--- config.mk ---
export PLATFORM = sky130hd
export DESIGN_NAME = n64_cursor_ctrl_flat
export DESIGN_NICKNAME = d
export VERILOG_FILES = /design/src/rtl/n64_cursor_ctrl_pkg.sv /design/src/rtl/n64_cursor_ctrl_if.sv /design/src/rtl/n64_cursor_ctrl_axis_repeat.sv /design/src/rtl/n64_cursor_ctrl.sv /design/src/flat_wrapper.sv
export SDC_FILE = /design/constraint.sdc
export NUM_CORES = 1
export LEC_CHECK = 0
export BUFFER_PORTS_ARGS = -buffer_cell sky130_fd_sc_hd__buf_2
export CORE_ASPECT_RATIO = 0.8
export CORE_MARGIN = 5
export CORE_UTILIZATION = 54
export CTS_CLUSTER_SIZE = 14
export DETAILED_ROUTE_END_ITERATION = 8
export GPL_TIMING_DRIVEN = 0
export HOLD_SLACK_MARGIN = 0.1
export PLACE_DENSITY = 0.85
export SYNTH_ARGS = -nofsm -noshare
export SYNTH_HDL_FRONTEND = slang
export SYNTH_SLANG_ARGS = --single-unit
--- constraint.sdc ---
create_clock -name Clock -period 4.15 [get_ports Clock]
set_clock_uncertainty 0.15 [all_clocks]
set_input_delay 0.83 -clock Clock [delete_from_list [all_inputs] [get_ports Clock]]
set_output_delay 0.83 -clock Clock [all_outputs]
set_load 0.05 [all_outputs]
--- src/rtl/n64_cursor_ctrl_pkg.sv ---
// Shared N64 controller definitions: status bit map, axis direction and axis FSM states.
package n64_pkg;
   localparam int B_A      = 29;
   localparam int B_B      = 28;
   localparam int B_Z      = 27;
   localparam int B_START  = 26;
   localparam int B_DUP    = 25;
   localparam int B_DDOWN  = 24;
   localparam int B_DLEFT  = 23;
   localparam int B_DRIGHT = 22;
   localparam int B_L      = 21;
   localparam int B_R      = 20;
   localparam int B_CUP    = 19;
   localparam int B_CRIGHT = 16;
   localparam int B_JX     = 8;
   localparam int B_JY     = 0;

   typedef enum logic [1:0] {DIR_NONE = 2'd0, DIR_NEG = 2'd1, DIR_POS = 2'd2} dir_e;
   typedef enum logic [1:0] {AX_IDLE = 2'd0, AX_HOLD = 2'd1, AX_REPEAT = 2'd2} axis_state_e;

   // {A,B,Z,Start,L,R,CUp,CDown,CLeft,CRight}
   function automatic logic [9:0] btn_vec(input logic [29:0] s);
      return {s[B_A:B_START], s[B_L:B_CRIGHT]};
   endfunction

   // POS when the stick is deflected positive inside the window, NEG for negative.
   function automatic dir_e stick_dir(input logic [7:0] j, input int lo, input int hi);
      int v;
      v = int'($signed(j));
      if (v > lo && v < hi) return DIR_POS;
      if (-v > lo && -v < hi) return DIR_NEG;
      return DIR_NONE;
   endfunction
endpackage

--- src/rtl/n64_cursor_ctrl_if.sv ---
// Cursor front-end bus: controller status and size in, cursor/buttons/stick out.
interface n64_cursor_ctrl_if #(parameter int CW = 4, parameter int SW = 3);
   logic [29:0]   N64Status;
   logic          NewCursor;
   logic [SW-1:0] CursorXWidth;
   logic [SW-1:0] CursorYWidth;
   logic [CW-1:0] CursorX;
   logic [CW-1:0] CursorY;
   logic [9:0]    Buttons;
   logic          Moved;
   logic [7:0]    JoyX;
   logic [7:0]    JoyY;

   modport master (output N64Status, NewCursor, CursorXWidth, CursorYWidth,
                   input  CursorX, CursorY, Buttons, Moved, JoyX, JoyY);
   modport slave  (input  N64Status, NewCursor, CursorXWidth, CursorYWidth,
                   output CursorX, CursorY, Buttons, Moved, JoyX, JoyY);
endinterface

--- src/rtl/n64_cursor_ctrl_axis_repeat.sv ---
// One cursor axis: press/hold-off/auto-repeat FSM plus clamp or wrap stepping.
module n64_axis_repeat import n64_pkg::*; #(
   parameter int CW            = 4,
   parameter int FIRST_DELAY   = 13500000,
   parameter int REPEAT_PERIOD = 3500000,
   parameter int WRAP          = 0
) (
   input  logic          Clock,
   input  logic          Reset,
   input  dir_e          req_i,
   input  logic [CW-1:0] max_i,
   input  logic          new_cursor_i,
   output logic [CW-1:0] coord_o
);
   localparam int TMAX = (FIRST_DELAY > REPEAT_PERIOD) ? FIRST_DELAY : REPEAT_PERIOD;
   localparam int TW   = $clog2(TMAX + 1);
   localparam logic [TW-1:0] T_FIRST = TW'(FIRST_DELAY - 1);
   localparam logic [TW-1:0] T_REP   = TW'(REPEAT_PERIOD - 1);

   axis_state_e   state_q;
   dir_e          dir_q;
   logic [TW-1:0] timer_q;
   logic [CW-1:0] coord_q;

   function automatic logic [CW-1:0] nxt(input dir_e d, input logic [CW-1:0] c,
                                         input logic [CW-1:0] m);
      if (d == DIR_NEG) return (c == '0) ? ((WRAP != 0) ? m : c) : c - CW'(1);
      if (d == DIR_POS) return (c >= m) ? ((WRAP != 0) ? '0 : c) : c + CW'(1);
      return c;
   endfunction

   always_ff @(posedge Clock) begin
      if (Reset || new_cursor_i) begin
         state_q <= AX_IDLE;
         dir_q   <= DIR_NONE;
         timer_q <= '0;
         coord_q <= '0;
      end else begin
         case (state_q)
            AX_HOLD, AX_REPEAT: begin
               if (req_i == DIR_NONE) begin
                  state_q <= AX_IDLE;
                  dir_q   <= DIR_NONE;
               end else if (req_i != dir_q) begin
                  coord_q <= nxt(req_i, coord_q, max_i);
                  timer_q <= T_FIRST;
                  dir_q   <= req_i;
                  state_q <= AX_HOLD;
               end else if (timer_q == '0) begin
                  coord_q <= nxt(dir_q, coord_q, max_i);
                  timer_q <= T_REP;
                  state_q <= AX_REPEAT;
               end else begin
                  timer_q <= timer_q - TW'(1);
               end
            end
            default: begin
               if (req_i != DIR_NONE) begin
                  coord_q <= nxt(req_i, coord_q, max_i);
                  timer_q <= T_FIRST;
                  dir_q   <= req_i;
                  state_q <= AX_HOLD;
               end
            end
         endcase
         // A shrunk cursor overrides any step this cycle.
         if (coord_q > max_i) coord_q <= max_i;
      end
   end

   assign coord_o = coord_q;
endmodule

--- src/rtl/n64_cursor_ctrl.sv ---
// N64 cursor/button front end: registers controller status, decodes per-axis
// requests, runs two auto-repeat axes and emits button edges and Moved.
module n64_cursor_ctrl import n64_pkg::*; #(
   parameter int GRID_W        = 16,
   parameter int GRID_H        = 16,
   parameter int CW            = 4,
   parameter int SW            = 3,
   parameter int FIRST_DELAY   = 13500000,
   parameter int REPEAT_PERIOD = 3500000,
   parameter int JOY_LO        = 32,
   parameter int JOY_HI        = 96,
   parameter int WRAP          = 0
) (
   input logic              Clock,
   input logic              Reset,
   n64_cursor_ctrl_if.slave bus
);
   logic [29:0]   s_q;
   logic [9:0]    bp_q;
   logic [9:0]    btn_q;
   logic          mov_q;
   logic [CW-1:0] xp_q, yp_q;
   logic [CW-1:0] cursor_x, cursor_y;
   logic [CW-1:0] max_x, max_y;
   dir_e          req_x, req_y, sx, sy;

   function automatic logic [CW-1:0] lim(input int grid, input logic [SW-1:0] w);
      int wi;
      wi = (w == '0) ? 1 : int'(w);
      return (wi >= grid) ? '0 : CW'(grid - wi);
   endfunction

   assign max_x = lim(GRID_W, bus.CursorXWidth);
   assign max_y = lim(GRID_H, bus.CursorYWidth);

   // D-pad beats the stick; with both D-pad directions held, NEG is tested first.
   // Stick Y is "up" for positive values, so its sense is swapped.
   always_comb begin
      sx = stick_dir(s_q[B_JX +: 8], JOY_LO, JOY_HI);
      sy = stick_dir(s_q[B_JY +: 8], JOY_LO, JOY_HI);
      req_x = sx;
      if (s_q[B_DLEFT])       req_x = DIR_NEG;
      else if (s_q[B_DRIGHT]) req_x = DIR_POS;
      req_y = (sy == DIR_POS) ? DIR_NEG : (sy == DIR_NEG) ? DIR_POS : DIR_NONE;
      if (s_q[B_DUP])         req_y = DIR_NEG;
      else if (s_q[B_DDOWN])  req_y = DIR_POS;
   end

   n64_axis_repeat #(.CW(CW), .FIRST_DELAY(FIRST_DELAY), .REPEAT_PERIOD(REPEAT_PERIOD),
                     .WRAP(WRAP)) u_ax_x (
      .Clock(Clock), .Reset(Reset), .req_i(req_x), .max_i(max_x),
      .new_cursor_i(bus.NewCursor), .coord_o(cursor_x));

   n64_axis_repeat #(.CW(CW), .FIRST_DELAY(FIRST_DELAY), .REPEAT_PERIOD(REPEAT_PERIOD),
                     .WRAP(WRAP)) u_ax_y (
      .Clock(Clock), .Reset(Reset), .req_i(req_y), .max_i(max_y),
      .new_cursor_i(bus.NewCursor), .coord_o(cursor_y));

   always_ff @(posedge Clock) begin
      if (Reset) begin
         s_q   <= '0;
         bp_q  <= '0;
         btn_q <= '0;
         xp_q  <= '0;
         yp_q  <= '0;
         mov_q <= 1'b0;
      end else begin
         s_q   <= bus.N64Status;
         bp_q  <= btn_vec(s_q);
         btn_q <= btn_vec(s_q) & ~bp_q;
         xp_q  <= cursor_x;
         yp_q  <= cursor_y;
         mov_q <= (cursor_x != xp_q) || (cursor_y != yp_q);
      end
   end

   assign bus.CursorX = cursor_x;
   assign bus.CursorY = cursor_y;
   assign bus.Buttons = btn_q;
   assign bus.Moved   = mov_q;
   assign bus.JoyX    = s_q[B_JX +: 8];
   assign bus.JoyY    = s_q[B_JY +: 8];
endmodule

--- src/flat_wrapper.sv ---
// flat-port wrapper written by rule: the top's interface ports become plain ports
module n64_cursor_ctrl_flat import n64_pkg::*;
#(
   parameter int GRID_W        = 16,
   parameter int GRID_H        = 16,
   parameter int CW            = 4,
   parameter int SW            = 3,
   parameter int FIRST_DELAY   = 13500000,
   parameter int REPEAT_PERIOD = 3500000,
   parameter int JOY_LO        = 32,
   parameter int JOY_HI        = 96,
   parameter int WRAP          = 0
)
  (Clock, Reset, bus_N64Status, bus_NewCursor, bus_CursorXWidth, bus_CursorYWidth, bus_CursorX, bus_CursorY, bus_Buttons, bus_Moved, bus_JoyX, bus_JoyY);
  n64_cursor_ctrl_if #(.CW(CW), .SW(SW)) bus_i ();
  input logic Clock;
  input logic Reset;
  input wire logic [$bits(bus_i.N64Status)-1:0] bus_N64Status;
  input wire logic [$bits(bus_i.NewCursor)-1:0] bus_NewCursor;
  input wire logic [$bits(bus_i.CursorXWidth)-1:0] bus_CursorXWidth;
  input wire logic [$bits(bus_i.CursorYWidth)-1:0] bus_CursorYWidth;
  output wire logic [$bits(bus_i.CursorX)-1:0] bus_CursorX;
  output wire logic [$bits(bus_i.CursorY)-1:0] bus_CursorY;
  output wire logic [$bits(bus_i.Buttons)-1:0] bus_Buttons;
  output wire logic [$bits(bus_i.Moved)-1:0] bus_Moved;
  output wire logic [$bits(bus_i.JoyX)-1:0] bus_JoyX;
  output wire logic [$bits(bus_i.JoyY)-1:0] bus_JoyY;
  assign bus_i.N64Status = bus_N64Status;
  assign bus_i.NewCursor = bus_NewCursor;
  assign bus_i.CursorXWidth = bus_CursorXWidth;
  assign bus_i.CursorYWidth = bus_CursorYWidth;
  assign bus_CursorX = bus_i.CursorX;
  assign bus_CursorY = bus_i.CursorY;
  assign bus_Buttons = bus_i.Buttons;
  assign bus_Moved = bus_i.Moved;
  assign bus_JoyX = bus_i.JoyX;
  assign bus_JoyY = bus_i.JoyY;
  n64_cursor_ctrl #(.GRID_W(GRID_W), .GRID_H(GRID_H), .CW(CW), .SW(SW), .FIRST_DELAY(FIRST_DELAY), .REPEAT_PERIOD(REPEAT_PERIOD), .JOY_LO(JOY_LO), .JOY_HI(JOY_HI), .WRAP(WRAP)) u_core (.Clock(Clock), .Reset(Reset), .bus(bus_i));
endmodule
# Word-level counts from Yosys, hierarchy flattened
# Cells that the tools add are included.
# Widths: inputs -> output; s select.
[totals]
regBits = 123
input_bits = 39
output_inout_bits = 35
word_cells = 254
[classes]
n_addsub = 10
order_cmp = 14
eq_ne = 32
mux = 150
bitwise_logic = 2
n_reduce_logical = 32
[op_table]
columns = ["op", "count"]
rows = [
  ["$mux 24", 10],
  ["$mux 4", 38],
  ["$mux 1", 68],
  ["$ge 32x6->1 const B", 2],
  ["$gt 32x7->1 const B", 2],
  ["$lt 32x8->1 const B", 2],
  ["$mux 2", 32],
  ["$neg 8->32", 2],
  ["$logic_not 24->1", 2],
  ["$sub 24x1->24 const B", 2],
  ["$ne 5x5->1 const B", 4],
  ["$gt 8x7->1 const B", 2],
  ["$lt 8x8->1 const B", 2],
  ["$ne 4x4->1 const B", 4],
  ["$eq 2x1->1 const B", 7],
  ["$eq 2x2->1 const B", 7],
  ["$ne 3x3->1 const B", 4],
  ["$reduce_and 2->1", 6],
  ["$reduce_and 6->1", 2],
  ["$and 10x10->10", 1],
  ["$not 10->10", 1],
  ["$add 4x1->4 const B", 2],
  ["$ge 4x4->1", 2],
  ["$gt 4x4->1", 2],
  ["other kinds (15)", 34],
]

# Longest topological paths before layout
# Gate-level depths: netlist (run 1).
[logic_depth]
ltp_word = 30
mapped_depth = 20

# Cells and area by module
# From an unflattened synthesis (run 1), not the netlist that was laid out.
[unflattened]
cells_unflattened = 796
area_unflattened_um2 = 6745.2
[by_module_without_submodules]
columns = ["mod", "instances", "cells_each", "area_each_um2"]
rows = [
  ["n64_axis_repeat", 2, 284, 2187.1],
  ["n64_cursor_ctrl", 1, 228, 2371.0],
]

# Worst setup path before layout (run 1)
# No wires, ideal clock.
[synth_path]
kind = "flip-flop to flip-flop"
from = "register u_core.s_q[13]"
to = "register u_core.u_ax_x.coord_q[1], in the netlist u_core.u_ax_x.coord_o[1]"
setup_time_ns = 0.114
t_arrival_ns = 4.004
slack_ns = -0.118
path_stages_with_launch = 20
path_buffers = 1
period_less_slack_ns = 4.268
path_cell_list = "dfxtp_1 > buf_6 > nor4_4 > nand3_1 > ha_1 > nor4b_1 > nand4_1 > or4_4 > a2111oi_4 > nor2_2 > inv_1 > ha_1 > and2b_1 > and4_1 > nor4bb_1 > mux2i_1 > nand2_1 > mux2i_1 > mux2i_1 > a2111oi_0"
[synth_between]
elab_chain_cells = 20
[synth_lines]
columns = ["item", "line_no", "text"]
rows = [
  ["start: declaration", "n64_cursor_ctrl.sv:18", "logic [29:0] s_q;"],
  ["start signal: assignment", "n64_cursor_ctrl.sv:68", "s_q <= bus.N64Status;"],
  ["$neg 8->32", "n64_cursor_ctrl_pkg.sv:31", "if (-v > lo && -v < hi) return DIR_NEG;"],
  ["$gt 32x7->1 or $lt 32x8->1 (tied branches)", "n64_cursor_ctrl_pkg.sv:31", ""],
  ["$logic_and 1x1->1", "n64_cursor_ctrl_pkg.sv:31", ""],
  ["$mux 1 (2 in series)", "n64_cursor_ctrl_pkg.sv:31", ""],
  ["$mux 2", "n64_cursor_ctrl_pkg.sv:32", "return DIR_NONE;"],
  ["$mux 2 (*)", "n64_cursor_ctrl_pkg.sv:31", ""],
  ["$mux 2 (*)", "n64_cursor_ctrl.sv:43", "else if (s_q[B_DRIGHT]) req_x = DIR_POS;"],
  ["$mux 2 (*)", "n64_cursor_ctrl.sv:42", "if (s_q[B_DLEFT]) req_x = DIR_NEG;"],
  ["(+3 left out)", "n/a", ""],
  ["$mux 1", "n64_cursor_ctrl_axis_repeat.sv:41", "if (req_i == DIR_NONE) begin"],
  ["$mux 1", "n64_cursor_ctrl_axis_repeat.sv:39", "case (state_q)"],
  ["$mux 1", "n64_cursor_ctrl_axis_repeat.sv:33", "if (Reset || new_cursor_i) begin"],
  ["$mux 4", "n64_cursor_ctrl_axis_repeat.sv:28", "if (d == DIR_POS) return (c >= m) ? ((WRAP != 0) ? '0 : c) : c + CW'(1);"],
  ["$mux 4", "n64_cursor_ctrl_axis_repeat.sv:44", "end else if (req_i != dir_q) begin"],
  ["$mux 4", "n64_cursor_ctrl_axis_repeat.sv:41", ""],
  ["$mux 4", "n64_cursor_ctrl_axis_repeat.sv:39", ""],
  ["$mux 4", "n64_cursor_ctrl_axis_repeat.sv:67", "if (coord_q > max_i) coord_q <= max_i;"],
  ["end signal: assignment", "n64_cursor_ctrl_axis_repeat.sv:45", "coord_q <= nxt(req_i, coord_q, max_i);"],
  ["end signal: assignment", "n64_cursor_ctrl_axis_repeat.sv:50", "coord_q <= nxt(dir_q, coord_q, max_i);"],
  ["end signal: assignment", "n64_cursor_ctrl_axis_repeat.sv:67", ""],
  ["end: declaration", "n64_cursor_ctrl_axis_repeat.sv:23", "logic [CW-1:0] coord_q;"],
]
# Every way passes the cells marked *; elsewhere a longest branch is shown, timed or not. The select of a mux whose other input is x is not followed.
# A chain may end at the register's enable or synchronous reset.

# Worst setup path in the final report (run 1)
# Ends and elaborated chain as after synthesis.

==> results of run 1 <==
==> cells in the final DEF (no fill, tap or decap), types with 4 or more instances in the layout <==
| master | synthesis | routed |
|---|---|---|
| a211o_1 | 4 | 4 |
| a211oi_1 | 7 | 7 |
| a21oi_1 | 66 | 66 |
| a311oi_1 | 12 | 11 |
| a31oi_1 | 9 | 8 |
| and3_1 | 5 | 5 |
| buf_2 | 3 | 75 |
| buf_4 | 16 | 35 |
| clkbuf_1 | 31 | 25 |
| clkbuf_16 | 0 | 17 |
| dfxtp_1 | 123 | 116 |
| dfxtp_4 | 0 | 4 |
| ha_1 | 41 | 37 |
| inv_1 | 36 | 34 |
| inv_6 | 0 | 5 |
| inv_8 | 0 | 6 |
| mux2i_1 | 9 | 9 |
| nand2_1 | 49 | 47 |
| nand2b_1 | 6 | 5 |
| nand3_1 | 21 | 19 |
| nand4_1 | 12 | 12 |
| nand4b_1 | 4 | 4 |
| nor2_1 | 75 | 70 |
| nor2_2 | 1 | 5 |
| nor2b_1 | 58 | 58 |
| nor3_1 | 35 | 34 |
| nor3b_1 | 6 | 6 |
| nor4_1 | 16 | 14 |
| o211ai_1 | 6 | 6 |
| o21ai_0 | 54 | 48 |
| o21ai_2 | 0 | 4 |
| or2_2 | 12 | 11 |
| or3_1 | 27 | 27 |
| or4_1 | 8 | 8 |
| xnor2_1 | 7 | 7 |
| xor2_1 | 13 | 13 |
==> kinds of logic after synthesis <==
group	synth area share
AO/OA/AOI/OAI	0.1830
XOR/XNOR	0.02509
adder cells (fa/ha/maj)	0.07348
buffers and inverters	0.06667
flip-flops	0.3527
multiplexers	0.01290
other	0.0005371
AND/OR/NAND/NOR	0.2857
==> area by class of cell <==
class	instances	area, um2
inverter	37	140.1
buffer	53	325.3
sequential	123	2481
timing repair buffer	93	528.0
clock buffer	17	425.4
fill	986	4247
clock inverter	15	145.1
tap	175	219.0
multi-input combinational	632	4267
==> flip-flops by register name, summed over array words and instances (netlist names) <==
name,cells
u_core.bp_q,10
u_core.bus.Buttons,10
u_core.bus.Moved,1
u_core.s_q,30
u_core.u_ax_x.coord_o,4
u_core.u_ax_x.dir_q,2
u_core.u_ax_x.state_q,2
u_core.u_ax_x.timer_q,24
u_core.u_ax_y.coord_o,4
u_core.u_ax_y.dir_q,2
u_core.u_ax_y.state_q,2
u_core.u_ax_y.timer_q,24
u_core.xp_q,4
u_core.yp_q,4
==> path summary, 6_finish.rpt <==
path / from / end / slack [ns]
worst max-delay path: u_core.s_q[13]$_SDFF_PP0_ / u_core.u_ax_x.coord_o[1]$_SDFFE_PP0P_ / -0.39
worst min-delay path: u_core.bp_q[2]$_SDFF_PP0_ / u_core.bus.Buttons[2]$_SDFF_PP0_ / 0.23
worst max register to register: u_core.s_q[13]$_SDFF_PP0_ / u_core.u_ax_x.coord_o[1]$_SDFFE_PP0P_ / -0.39
worst min register to register: u_core.bp_q[2]$_SDFF_PP0_ / u_core.bus.Buttons[2]$_SDFF_PP0_ / 0.23
==> power breakdown <==
group	leakage [nW]	total [mW]	internal, mW	switching (mW)
registers	1.01	1.30	1.24	0.0605
clock network	0.281	1.42	0.798	0.626
logic	2.31	0.750	0.289	0.461
==> worst max-delay path, cell delays in order, from the launching register on <==
cell,delay (ns)
dfxtp_4,0.37
nor4_4,0.41
nand3_1,0.16
ha_1,0.20
nor4bb_1,0.26
nand4_1,0.15
or4_4,0.45
a2111oi_4,0.38
nor2_4,0.07
inv_2,0.08
ha_4,0.13
and2b_1,0.18
and4_4,0.20
nor4bb_2,0.26
mux2i_1,0.12
nand2_2,0.15
mux2i_1,0.21
mux2i_1,0.09
a2111oi_0,0.38
==> timing repair <==
item	4_1_cts	5_1_grt
setup endpoints to repair	58	45
pin swaps	8	17
buffers inserted	17	4
gates resized for setup	28	36
cloned	1	0
==> routing by layer <==
metal	routed length, um	track usage
met1	8250	0.3232
met2	8278	0.3633
met3	1521	0.06685
met4	494	0.07048
met5	0	0
==> per-stage QoR <==
step | std cells | utilization | setup slack (ns) | power (mW) | TNS (ns)
5_1_grt | 1145 | 0.6676 | -0.5830 | 3.627 | -2.634
2_1_floorplan | 846 | - | -0.01527 | 1.827 | -0.01527
3_3_place_gp | 1094 | 0.5941 | -0.8190 | 1.975 | -24.62
3_5_place_dp | 1094 | 0.5941 | -0.7921 | 1.990 | -25.15
4_1_cts | 1143 | 0.6571 | -0.1335 | 3.438 | -0.3276
6_report | 1145 | 0.6676 | -0.3949 | 3.474 | -1.008
==> summary.txt, run 1 <==
STA
  • Final period util: 1.095
  • Tightest Pin Transition: between 1 and 1.5 ns
  • Min Tclk post-route: between 4 and 5 ns
  • RSZ-0062 raised after global routing: yes
  • Fmax: between 0.2 and 0.25 GHz
  • Min setup slack post-route: -0.3949 ns
  • Final setup vio count: 5
  • Hold slack: about 0.23 ns
  • Final hold viol count: 0
  • Max-slew headroom: 0.2389
  • Max-slew violations: 0

Placed design
  • Count of buffers from port buffering: 73
  • Final HPWL DP: around 12 mm
  • Placed instance area: roughly 7600 um2
  • Final RePlAce weighted congestion: 0.8936

Logic synthesis
  • Syn_area_per_cell: between 8 and 9 um2
  • Yosys top cell area share: 0.3527
  • Post-synthesis cell area: about 7000 um2
  • Distinct cell type count after synthesis: 75
  • Commonest cells in the synthesized netlist: dfxtp_1, nor2_1, a21oi_1
  • Sequential area share after synthesis: 0.3527
  • Synth async-reset ratio: 0
  • Synth area leaders: dfxtp_1, ha_1, nor2b_1
  • Most frequent cell after synthesis: dfxtp_1
  • YS warnings: 0
  • Seq cells post-synth: ~120
  • Post-synth EDFFs: 0
  • Cells after Synth: roughly 850
  • Synth Flop Type: dfxtp_1
  • Cell taking the most area after synthesis: dfxtp_1

CTS
  • Clock Path Buffers: 2
  • Clock root buffer: clkbuf_16
  • # hold bufs at CTS: 0
  • Clock slew at reported path FFs: 0.06 ns
  • H-tree depth: 4
  • Clk Latency, worst-skew pair: around 0.43 ns
  • CTS tree: yes
  • Clock sink total: between 100 and 150
  • Clock buffer count from CTS: 17

Global routing
  • Global Route Usage Sum: 0.2364
  • Initial antenna violation count: 0
  • Gr ovfl total: 0
  • Largest net degree at the start of global routing: 17
  • First-pass GRT wire length: around 30 mm
  • Vias in the first global route: 6318

Worst hold path
  • Hold Crit Class: reg -> reg
  • WHS Path Cells: 1

Power
  • Peak VDD IR: between 0.3 and 0.4 mV
  • Pwr Density: around 400 nW/um2
  • Pleak: between 3 and 4 nW

Job
  • Max cap viols: 0

Finish
  • Post-route cell area: 8531 um2
  • Nets@finish: between 1000 and 1500
  • Share of post-route cells with drive strength above 1: 0.2330
  • N_diodes: 0
  • Area Growth Syn to Fin: 22.19%

Routing
  • Wire length per cell: about 16 um
  • Final WL: about 19 mm
  • Pre-antenna DRT Iters: 7
  • DRC errors left: 0
  • Via/cell ratio: 5.942
  • Initial DRC Count: around 920
  • Routed via count: roughly 6800
  • Routed Antenna Nets: 0

Setup path
  • Crit start category: flip-flop
  • Critical path data arrival time: 4.70 ns
  • Critical path type: reg -> reg
  • Worst EP required: roughly 4.3 ns
  • CP Max Fanout: 5
  • Crit end category: flip-flop
  • FF-to-FF path depth: 18

Floorplanning
  • Die boundary height: 111.7 um
  • Row cnt: 37
  • Initial Util: 0.5464
  • Core area: between 10000 and 15000 um2
  • Die area: 15320 um2
  • Die Width: between 100 and 150 um
  • Num ports: 74

Run status
  • Status: finished with violations
  • Failing checks: setup timing
No activity file was read; power rests on OpenSTA's default activity.
==> inputs of run 2 (changes only) <==
CAP_MARGIN = 20   (was default)
MAX_ROUTING_LAYER = met4   (was default)
==> summary.txt, run 2 (synthesis results as in run 1) <==
Setup path
  • FF-to-FF path depth: 18 (unchanged)
  • Critical path type: reg -> reg
  • Worst reg2reg path endpoint: u_core.u_ax_x.coord_o[1]$_SDFFE_PP0P_
  • CP Max Fanout: 5 (unchanged)
  • R2r startpoint: u_core.s_q[13]$_SDFF_PP0_
  • Crit end category: flip-flop
  • Setup slack on the worst flop-to-flop path: -0.40 ns (about the same)
  • Worst EP required: 4.29 ns (about the same)
  • Crit start category: flip-flop
  • Critical path data arrival time: 4.70 ns (about the same)

Routing
  • Routed wl met2: 8.261 mm (-0.21%)
  • Final WL: 18.58 mm (+0.16%)
  • Routed Antenna Nets: 0 (unchanged)
  • Via/cell ratio: 5.959 (+0.28%)
  • Pre-antenna DRT Iters: 6 (-1)
  • Initial DRC Count: 845 (-7.7%)
  • Wire length per cell: 16.21 um (about the same)
  • Routed via count: 6829 (+0.37%)
  • Wire length on met3: 1.622 mm (+6.6%)
  • DRC errors left: 0 (unchanged)
  • Metal-1 WL: 8.260 mm (+0.12%)
  • Top routing layer used: met4

STA
  • Min Tclk post-route: 4.555 ns (+0.009955 ns)
  • Final setup vio count: 5 (unchanged)
  • Hold slack: 0.2278 ns (+0.002132 ns)
  • Fmax: 0.2195 GHz (-0.22%)
  • Min setup slack post-route: -0.4048 ns (-0.009955 ns)
  • Final period util: 1.098 (+0.002399)
  • Max-slew headroom: 0.5161 (+0.2772)
  • Tightest Pin Transition: 0.7203 ns (-0.4126 ns)
  • Setup tns final: -1.011 ns (-0.003250 ns)
  • Max-slew violations: 0 (unchanged)
  • Final hold viol count: 0 (unchanged)
  • RSZ-0062 raised after global routing: yes

Global routing
  • Largest net degree at the start of global routing: 17 (unchanged)
  • Global Route Usage Sum: 0.2438 (+0.007384)
  • Initial antenna violation count: 0 (unchanged)
  • First-pass GRT wire length: 29.96 mm (+0.11%)
  • Vias in the first global route: 6324 (+0.095%)
  • Gr ovfl total: 0 (unchanged)

Placed design
  • Final RePlAce weighted congestion: 0.9087 (+1.7%)
  • Final HPWL DP: 11.95 mm (unchanged)
  • Count of buffers from port buffering: 73 (unchanged)

Finish
  • FF+latch area: 2481 um2 (unchanged)
  • Largest Register: u_core.s_q
  • N_diodes: 0 (unchanged)
  • Largest register FFs: 30 (unchanged)
  • Share of post-route cells with drive strength above 1: 0.2338 (+0.0007899)
  • Fill count: 985 (-0.10%)
  • Area occupied by multi-input gates: 4267 um2 (unchanged)
  • Commonest cells after routing, fill and taps aside: dfxtp_1, buf_2, nor2_1
  • Largest registers: u_core.s_q: 30 flops, u_core.u_ax_x.timer_q: 24 flops, u_core.u_ax_y.timer_q: 24 flops
  • Utilization after layout: 0.6680 (about the same)
  • Area Growth Syn to Fin: 22.26% (about the same)
  • Nets@finish: 1038 (+0.096%)
  • Most common cell after layout, fill and taps aside: dfxtp_1

CTS
  • Clock buffer count from CTS: 17 (unchanged)
  • Clock sink total: 123 (unchanged)
  • Clk Latency, worst-skew pair: 0.42 ns (about the same)
  • Clock Path Buffers: 2 (unchanged)
  • Clock slew at reported path FFs: 0.06 ns (about the same)
  • # hold bufs at CTS: 0 (unchanged)
  • H-tree depth: 4 (unchanged)
  • Clock root buffer: clkbuf_16
  • CTS tree: yes

Floorplanning
  • Initial Util: 0.5464 (unchanged)
  • Row cnt: 37 (unchanged)
  • Die area: 15320 um2 (unchanged)
  • Num ports: 74 (unchanged)
  • Die Width: 137.1 um (unchanged)
  • Core area: 12780 um2 (unchanged)
  • Die boundary height: 111.7 um (unchanged)

Worst hold path
  • Hold Crit Class: reg -> reg
  • Hold EP: u_core.bus.Buttons[2]$_SDFF_PP0_
  • Worst hold start: u_core.bp_q[2]$_SDFF_PP0_
  • WHS Path Cells: 1 (unchanged)

Power
  • Peak VDD IR: 0.3397 mV (-1.6%)
  • Pwr Density: 406.9 nW/um2 (about the same)
  • Pleak: 3.608 nW (+0.15%)

Run status
  • Status: finished with violations
  • Failing checks: setup timing

Job
  • Max cap viols: 0 (unchanged)
==> run 2: where the power goes <==
part	internal [mW]	total, mW	switching [mW]
Combinational	0.290	0.751	0.462
Sequential	1.24	1.30	0.0607
Clock	0.798	1.42	0.624
==> run 2: per-stage QoR <==
stage	worst slack (ns)	power (mW)	instance area (um2)	std cells
after global placement	-0.8190	1.975	7591	1094
after detailed placement	-0.7921	1.990	7591	1094
after floorplan	-0.01527	1.827	7007	846
after global routing	-0.5829	3.630	8536	1146
final	-0.4048	3.473	8536	1146
after CTS	-0.1335	3.438	8396	1143
==> run 2: cell type report <==
cell class	count	area share
plain buffers	53	0.03811
clock buffers	17	0.04984
clock inverters	15	0.01700
inverters	37	0.01642
multi-input cells	632	0.4999
flip-flops and latches	123	0.2907
well taps	175	0.02565
repair buffers	94	0.06244
==> run 2: worst max path at each step <==
stage,endpoint,cells after the start,startpoint,slack [ns]
after floorplan,u_core.u_ax_x.coord_o[1]$_SDFFE_PP0P_,18,u_core.s_q[14]$_SDFF_PP0_,-0.02
after global placement,u_core.u_ax_y.timer_q[13]$_SDFFE_PP0P_,13,u_core.s_q[4]$_SDFF_PP0_,-0.82
after detailed placement,u_core.u_ax_y.timer_q[13]$_SDFFE_PP0P_,13,u_core.s_q[4]$_SDFF_PP0_,-0.79
after CTS,u_core.u_ax_x.coord_o[1]$_SDFFE_PP0P_,18,u_core.s_q[13]$_SDFF_PP0_,-0.13
after global routing,u_core.u_ax_x.coord_o[1]$_SDFFE_PP0P_,18,u_core.s_q[12]$_SDFF_PP0_,-0.58
final,u_core.u_ax_x.coord_o[1]$_SDFFE_PP0P_,18,u_core.s_q[13]$_SDFF_PP0_,-0.40
==> run 2: repair_timing <==
item / CTS / global route
endpoints found under the setup margin: 58 / 45
gates resized for setup: 28 / 36
gates cloned: 1 / 0
setup buffers: 17 / 4
pin swaps: 8 / 17
==> run 2: critical path: stages, from the launching register on <==
cell and delay (ns):
dfxtp_4 0.37, nor4_4 0.40, nand3_1 0.16, ha_1 0.20, nor4bb_1 0.26, nand4_1 0.14
or4_4 0.45, a2111oi_4 0.38, nor2_4 0.07, inv_2 0.08, ha_4 0.13, and2b_1 0.19
and4_4 0.20, nor4bb_2 0.26, mux2i_1 0.12, nand2_2 0.15, mux2i_1 0.21, mux2i_1 0.09
a2111oi_0 0.39
==> run 2: routing by layer <==
metal | GRT usage | vias to the layer above
met5 | - | -
met4 | 0.07779 | 0
met3 | 0.06098 | 50
met2 | 0.3633 | 346
met1 | 0.3249 | 3153
li1 | - | 3280
